===== src/rtl/reshuffler_pkg.sv =====
// Shared types for the block reshuffler: FSM state and block mode enums.
package reshuffler_pkg;

    // FILL accepts input rows, DRAIN presents output words.
    typedef enum logic {
        FILL  = 1'b0,
        DRAIN = 1'b1
    } state_e;

    // Per-block operating mode, captured when the first word of a block is accepted.
    typedef enum logic {
        BYPASS    = 1'b0,
        TRANSPOSE = 1'b1
    } mode_e;

endpackage : reshuffler_pkg


===== src/rtl/param_reshuffler.sv =====
// Block reshuffler: collects NumElems words of NumElems elements and emits the
// transposed block, or passes single words straight through in bypass mode.
//
// Ports:
//   clk_i         rising-edge clock
//   rst_i         synchronous active-high reset
//   data_i        input word, element k at [k*ElemWidth +: ElemWidth]
//   data_valid_i  input word valid
//   data_ready_o  block accepts the input word (FILL state)
//   transpose_i   mode for the next block: 1 = transpose, 0 = bypass
//   data_o        output word
//   data_valid_o  output word valid (DRAIN state)
//   data_ready_i  downstream accepts the output word
//   busy_o        block holds undelivered data
module param_reshuffler
    import reshuffler_pkg::*;
#(
    parameter  int unsigned ElemWidth = 8,
    parameter  int unsigned NumElems  = 8,
    localparam int unsigned DataWidth = ElemWidth * NumElems
) (
    input  logic                 clk_i,
    input  logic                 rst_i,
    input  logic [DataWidth-1:0] data_i,
    input  logic                 data_valid_i,
    output logic                 data_ready_o,
    input  logic                 transpose_i,
    output logic [DataWidth-1:0] data_o,
    output logic                 data_valid_o,
    input  logic                 data_ready_i,
    output logic                 busy_o
);

    localparam int unsigned     CntW    = $clog2(NumElems);
    localparam logic [CntW-1:0] LastIdx = CntW'(NumElems - 1);

    // Reject unsupported block sizes at elaboration.
    if (NumElems < 2 || NumElems > 16) begin : g_bad_num_elems
        $error("param_reshuffler: NumElems must be within 2..16");
    end

    state_e                state_q, state_d;
    mode_e                 mode_q, mode_d;
    mode_e                 blk_mode;
    logic [CntW-1:0]       row_q, row_d;
    logic [CntW-1:0]       col_q, col_d;
    logic                  mem_we;
    logic [CntW-1:0]       mem_addr;
    logic [DataWidth-1:0]  mem_q [NumElems];
    logic                  in_hs;
    logic                  out_hs;

    // Handshake flags; ready is held low while reset is asserted.
    assign data_ready_o = (state_q == FILL) && !rst_i;
    assign data_valid_o = (state_q == DRAIN);
    assign busy_o       = (state_q != FILL) || (row_q != '0);
    assign in_hs        = data_valid_i && data_ready_o;
    assign out_hs       = data_valid_o && data_ready_i;

    // Next-state, counter and buffer-write control.
    always_comb begin
        state_d  = state_q;
        mode_d   = mode_q;
        row_d    = row_q;
        col_d    = col_q;
        mem_we   = 1'b0;
        mem_addr = row_q;
        blk_mode = mode_q;

        case (state_q)
            FILL: begin
                if (in_hs) begin
                    // The first word of a block decides the mode for the whole block.
                    if (row_q == '0) begin
                        blk_mode = mode_e'(transpose_i);
                        mode_d   = blk_mode;
                    end
                    mem_we = 1'b1;
                    if (blk_mode == TRANSPOSE) begin
                        if (row_q == LastIdx) begin
                            row_d   = '0;
                            state_d = DRAIN;
                        end else begin
                            row_d = row_q + CntW'(1);
                        end
                    end else begin
                        mem_addr = '0;
                        state_d  = DRAIN;
                    end
                end
            end
            DRAIN: begin
                if (out_hs) begin
                    if (mode_q == TRANSPOSE) begin
                        if (col_q == LastIdx) begin
                            col_d   = '0;
                            state_d = FILL;
                        end else begin
                            col_d = col_q + CntW'(1);
                        end
                    end else begin
                        state_d = FILL;
                    end
                end
            end
        endcase
    end

    // Control state register.
    always_ff @(posedge clk_i) begin
        if (rst_i) begin
            state_q <= FILL;
            mode_q  <= TRANSPOSE;
            row_q   <= '0;
            col_q   <= '0;
        end else begin
            state_q <= state_d;
            mode_q  <= mode_d;
            row_q   <= row_d;
            col_q   <= col_d;
        end
    end

    // Row buffer; contents are only meaningful once a row has been written.
    always_ff @(posedge clk_i) begin
        if (mem_we) begin
            mem_q[mem_addr] <= data_i;
        end
    end

    // Output word: column col_q of the buffer in transpose mode, row 0 in bypass.
    always_comb begin
        data_o = mem_q[0];
        if (mode_q == TRANSPOSE) begin
            for (int unsigned r = 0; r < NumElems; r++) begin
                data_o[r*ElemWidth +: ElemWidth] = mem_q[r][col_q*ElemWidth +: ElemWidth];
            end
        end
    end

endmodule : param_reshuffler


===== config.mk =====
export PLATFORM = sky130hd
export DESIGN_NAME = param_reshuffler
export DESIGN_NICKNAME = d
export VERILOG_FILES = /design/src/rtl/reshuffler_pkg.sv /design/src/rtl/param_reshuffler.sv
export SDC_FILE = /design/constraint.sdc
export NUM_CORES = 1
export LEC_CHECK = 0
export CELL_PAD_IN_SITES_DETAIL_PLACEMENT = 1
export CELL_PAD_IN_SITES_GLOBAL_PLACEMENT = 2
export CORE_UTILIZATION = 40
export DETAILED_ROUTE_END_ITERATION = 8
export GPL_TIMING_DRIVEN = 0
export MAX_ROUTING_LAYER = met4
export PLACE_DENSITY = 0.81
export SYNTH_ARGS = -nofsm -noshare
export SYNTH_HDL_FRONTEND = slang
export SYNTH_SLANG_ARGS = --single-unit

===== constraint.sdc =====
create_clock -name clk_i -period 21.6 [get_ports clk_i]
set_clock_uncertainty 0.2 [all_clocks]
set_input_delay 6.48 -clock clk_i [delete_from_list [all_inputs] [get_ports clk_i]]
set_output_delay 6.48 -clock clk_i [all_outputs]
set_load 0.02 [all_outputs]

---- Yosys cells after proc, flatten, opt, wreduce, memory -nomap -nowiden ----
Memory sizes are Yosys's and may differ from the RTL's.
Index checks and enable logic that the tools add are counted.
storage, ports and cells
  memory bits (writable) .................. 512
  bits in registers ....................... 8
  logic and storage cells ................. 48
  memories kept ........................... 1
  bits of input ports ..................... 69
cells by class
  mux-type cells .......................... 20
  shift operators ......................... 8
  bitwise logic cells ..................... 1
  reduce and logical (&&, ||, !) cells .... 10
  equality and inequality tests ........... 2
  add/sub/neg operators ................... 2
memories
  name   words  bits a word  rd ports  clocked after Yosys merged registers in  write ports  line                    source
  mem_q  8      64           8         0                                        1            param_reshuffler.sv:49  logic [DataWidth-1:0] mem_q [NumElems];
operators by type and width
  operator             number
  $shiftx 64x7->8      8
  $mux 64              1
  $mux 3               5
  $mux 1               13
  $add 3x1->3 const B  2
  $eq 3x3->1 const B   2
  $reduce_and 3->1     2
  $logic_and 1x1->1    3
  $logic_not 3->1      1
  $reduce_bool 3->1    1
  $pmux 1 s2           1
  $reduce_and 2->1     1
  $logic_not 1->1      1
  $logic_or 1x1->1     1
  $not 1->1            1

---- Logic depth before layout (Yosys ltp) ----
  depth after elaboration ................. 8
  mapped depth ............................ 7
  gate-level depth less buffers ........... 6

---- Worst setup path before layout ----
OpenSTA, ideal clock, no wires.
  kind .................................... input-to-output
  from .................................... in rst_i
  to ...................................... out data_ready_o
  required time ........................... 14.920 ns
  path buffers ............................ 1
  arrival ................................. 6.829 ns
  cell stages on the path ................. 2
  path slack .............................. 8.091 ns
  cell sequence ........................... buf_6 nor2_2
on the way
  word-level cells in the longest chain between the ends .. 2
ends and longest elaborated chain
  element             line                    source
  start: declaration  param_reshuffler.sv:23  input logic rst_i,
  $logic_not 1->1     param_reshuffler.sv:54  assign data_ready_o = (state_q == FILL) && !rst_i;
  $logic_and 1x1->1   param_reshuffler.sv:54
  end: declaration    param_reshuffler.sv:26  output logic data_ready_o,
No other way between the ends.

---- Worst setup path after layout ----
Ends and elaborated chain as after synthesis.

==> flow_metrics.tcl <==
set metrics [dict create \
    run_status "complete, no violations" \
    p_switching_mw 0.4984 \
    async_reset_ff_share_pct 0 \
    placeableCoreArea_mm2 0.05130 \
    r2r_start "row_q[1]$_SDFFE_PP0P_" \
    placement_rows 83 \
    synthesis.nets 1296 \
    port_buffers 134 \
    dieHeight_um 229.7 \
    internal_power_mw 1.676 \
    hpwl_mm 43.89 \
    post_route_cells_drive_above_1_share_pct 9.877 \
    cts-root-to-sink-buffers 3 \
    worst-path-buf-inv 2 \
    viasPerCell 5.694 \
    critPathSlowestCell "sky130_fd_sc_hd__clkdlybuf4s50_1" \
    synth.ff_latch_count 520 \
    groute.layer.met3.usage_pct 6.324 \
    syn-mean-instance-area_um2 16.96 \
    seqPwrFrac_pct 51.5 \
    clock_insertion_delay_worst_skew_ns 0.60 \
    synthTopCellsByArea "sky130_fd_sc_hd__edfxtp_1 74%, sky130_fd_sc_hd__mux2i_1 13%, sky130_fd_sc_hd__a22oi_1 4.6%" \
    rr_endpoint "mem_q[0][53]$_DFFE_PP_" \
    finalSetupViolCount 0 \
    reg2reg_depth 9 \
    post_drt_wl_per_cell_um 30.53 \
    placement.cell_area_mm2 0.02334 \
    multi_input_comb_area_mm2 0.004563 \
    first_pass_iters 5 \
    clk_root_buffer_cell "sky130_fd_sc_hd__clkbuf_16" \
    power_frac_comb_pct 8.2 \
    static-leakage-power_nw 7.987 \
    postCtsSetupRepairBufs 0 \
    synth_edf_count 512 \
    initial_antenna_violation_count 1 \
    synth_cell_types 32 \
    global_route.peak_usage_layer "met2" \
    postCtsResizedCells 0 \
    wirelength_mm 65.61 \
    critical_path.startpoint_type "input port" \
    cell_by_cell_listing_of_the_critical_path "buf_6 -> nor2_2 -> clkdlybuf4s50_1" \
    swShare_pct 22.92 \
    floorplan.initialDensity_pct 40.41 \
    timing.max_slew.rel_slack_pct 11.63 \
    fill_cell_instance_count_of_the_final_layout 4900 \
    final_nets 1505 \
    worst_path_largest_cell_delay_ns 0.62 \
    maxClockFrequency_mhz 71.28 \
    cts_tree "done" \
    fin_total_pwr_mw 2.174 \
    worst_setup_path_endpoint "data_ready_o" \
    cp.depth 3 \
    rrSetupSlack_ns 17.89 \
    via_count_of_the_first_global_routing_pass 12570 \
    post_cts_hold_buffer_count 0 \
    drcViolationCount 0 \
    area_growth_syn_to_layout_pct 20.31 \
    finalCriticalPeriod_ns 14.03 \
    ctsHtreeMaxLevel 2 \
    finish.instance_area_mm2 0.02494 \
    synthMostInstantiatedCell "sky130_fd_sc_hd__edfxtp_1" \
    grt_usage_pct 25.60 \
    worst_ep_arrival_time_ns 7.35 \
    report.final.hold_viol_count 0 \
    slew_violations 0 \
    postRouteAntennaNets 0 \
    gr-total-overflow 0 \
    gp_routability_congestion 0.8639 \
    power.density_mw_per_mm2 87.18 \
    place_worst_setup_slack_ns 7.563 \
    design.die.area_mm2 0.05274 \
    dr_total_vias 12240 \
    syn_inst 1222 \
    first_iter_violations 1450 \
    endpoint_kind "primary output" \
    tns_ns 0 \
    design.portCount 136 \
    timing_worst_slew_pin_value_ns 1.326 \
    synth_top_cell_area_share_pct 74.17 \
    synth.cells.most_frequent "512 x sky130_fd_sc_hd__edfxtp_1, 260 x sky130_fd_sc_hd__mux2i_1, 128 x sky130_fd_sc_hd__a22oi_1" \
    synthDominantAreaCellType "sky130_fd_sc_hd__edfxtp_1" \
    netlist_area_mm2 0.02073 \
    grt_util_met2_pct 39.91 \
    pin_count_of_the_biggest_net_entering_global_routing 45 \
    register_area_mm2 0.01553 \
    critical_path_peak_fanout 9 \
    clock_sink_count 520 \
    dieWidth_um 229.7 \
    grt_first_pass_wirelength_mm 91.34 \
    use_met1_pct 33.19 \
    share_of_synthesized_area_occupied_by_flip_flops_and_latches_pct 74.94 \
    cts_buf_count 52 \
    part_of_the_cycle_the_worst_path_needs_pct 64.95 \
    critPathRequiredTime_ns 14.92 \
    max_cap_violations 0 \
    worstSetupStartpoint "rst_i" \
    timing.critical_path.max_delay_family "buffers and inverters" \
    clk_pin_slew_worst_paths_ns 0.06 \
    min-delay-path-class "register to register" \
    crit_type "input port to primary output" \
    synth_top_flop_cell "sky130_fd_sc_hd__edfxtp_1" \
    setup_slack_ns 7.570 \
    setup_repair_after_global_routing_missed_its_margin "false" \
    yosysWarningCount 0 \
    peakVddDrop_mv 0.05401 \
    clockPowerShare_pct 40.3 \
]
power by group through the flow:
stage          Combinational, mW  Clock (mW)  Sequential (mW)
2_1_floorplan             0.0774           0             1.14
3_3_place_gp               0.174           0             1.14
3_5_place_dp               0.178           0             1.14
4_1_cts                    0.179       0.882             1.12
5_1_grt                    0.185       0.914             1.12
6_report                   0.179       0.875             1.12
worst min-delay path, delay by kind of cell, from the launching register on:
kind	cells	cell delay [ns]
compound gates	2	0.16
flops	1	0.39
registers in the layout, indices dropped and copies added (netlist names):
name          count
col_q             3
row_q             3
data_valid_o      1
mode_q            1
mem_q           512
kinds of logic after synthesis:
kind of cell	after synthesis	synth area share, %
adder cells (fa/ha/maj)	5	0.3018
buffers and inverters	138	3.326
AND/OR/NAND/NOR	93	2.318
multiplexers	260	12.55
AO/OA/AOI/OAI	206	6.561
flip-flops	520	74.94
worst min-delay path by stage:
stage	startpoint	end	slack, ns	cells past startpoint
finish	row_q[0]$_SDFFE_PP0P_	row_q[0]$_SDFFE_PP0P_	0.40	2
global route	row_q[0]$_SDFFE_PP0P_	row_q[0]$_SDFFE_PP0P_	0.44	2
CTS	row_q[0]$_SDFFE_PP0P_	row_q[0]$_SDFFE_PP0P_	0.40	2
detailed placement	row_q[0]$_SDFFE_PP0P_	row_q[0]$_SDFFE_PP0P_	0.38	2
global placement	row_q[1]$_SDFFE_PP0P_	row_q[1]$_SDFFE_PP0P_	0.33	2
floorplan	row_q[1]$_SDFFE_PP0P_	row_q[1]$_SDFFE_PP0P_	0.30	2
placed cells by master, fill, tap and decap left out, types with 2 or more instances in the layout:
cell type	n
sky130_fd_sc_hd__ha_1	5
sky130_fd_sc_hd__clkbuf_16	53
sky130_fd_sc_hd__o21ai_1	64
sky130_fd_sc_hd__buf_2	16
sky130_fd_sc_hd__a22oi_1	128
sky130_fd_sc_hd__inv_1	66
sky130_fd_sc_hd__buf_4	14
sky130_fd_sc_hd__buf_1	11
sky130_fd_sc_hd__mux2i_1	260
sky130_fd_sc_hd__nor2_4	5
sky130_fd_sc_hd__clkbuf_1	29
sky130_fd_sc_hd__nor2b_1	2
sky130_fd_sc_hd__buf_6	18
sky130_fd_sc_hd__nor2_1	5
sky130_fd_sc_hd__clkinv_2	8
sky130_fd_sc_hd__clkinvlp_4	4
sky130_fd_sc_hd__bufinv_16	4
sky130_fd_sc_hd__nand3_1	67
sky130_fd_sc_hd__dfxtp_1	8
sky130_fd_sc_hd__and2_1	2
sky130_fd_sc_hd__o21ai_0	5
sky130_fd_sc_hd__clkdlybuf4s50_1	134
sky130_fd_sc_hd__edfxtp_1	512
sky130_fd_sc_hd__buf_8	5
sky130_fd_sc_hd__a21oi_1	5
sky130_fd_sc_hd__o21a_1	2
sky130_fd_sc_hd__nand3b_1	2
sky130_fd_sc_hd__buf_12	10
sky130_fd_sc_hd__clkinv_1	10
per-layer routing:
metal  up-vias  wire length, um
li1       5208                -
met1      6350            27130
met2       582            31020
met3        96             5744
met4         0             1715
met5         -                0
area by class of cell:
cell class	instances	area share, %
Tap cell	680	3.411
Antenna cell	1	0.01003
Inverter	66	0.9933
Sequential cell	520	62.29
Buffer	72	1.771
Clock inverter	26	0.9131
Clock buffer	65	5.498
Timing Repair Buffer	155	6.818
Multi-Input combinational cell	564	18.30
metrics by stage:
step	hold WS, ns	utilization, %	instances
3_3_place_gp	0.3346	44.68	2036
5_1_grt	0.4401	48.61	2149
2_1_floorplan	0.3017	-	1222
4_1_cts	0.3963	48.61	2148
6_report	0.3986	48.61	2149
3_5_place_dp	0.3820	45.49	2057
No activity file was read; power rests on OpenSTA's default activity.
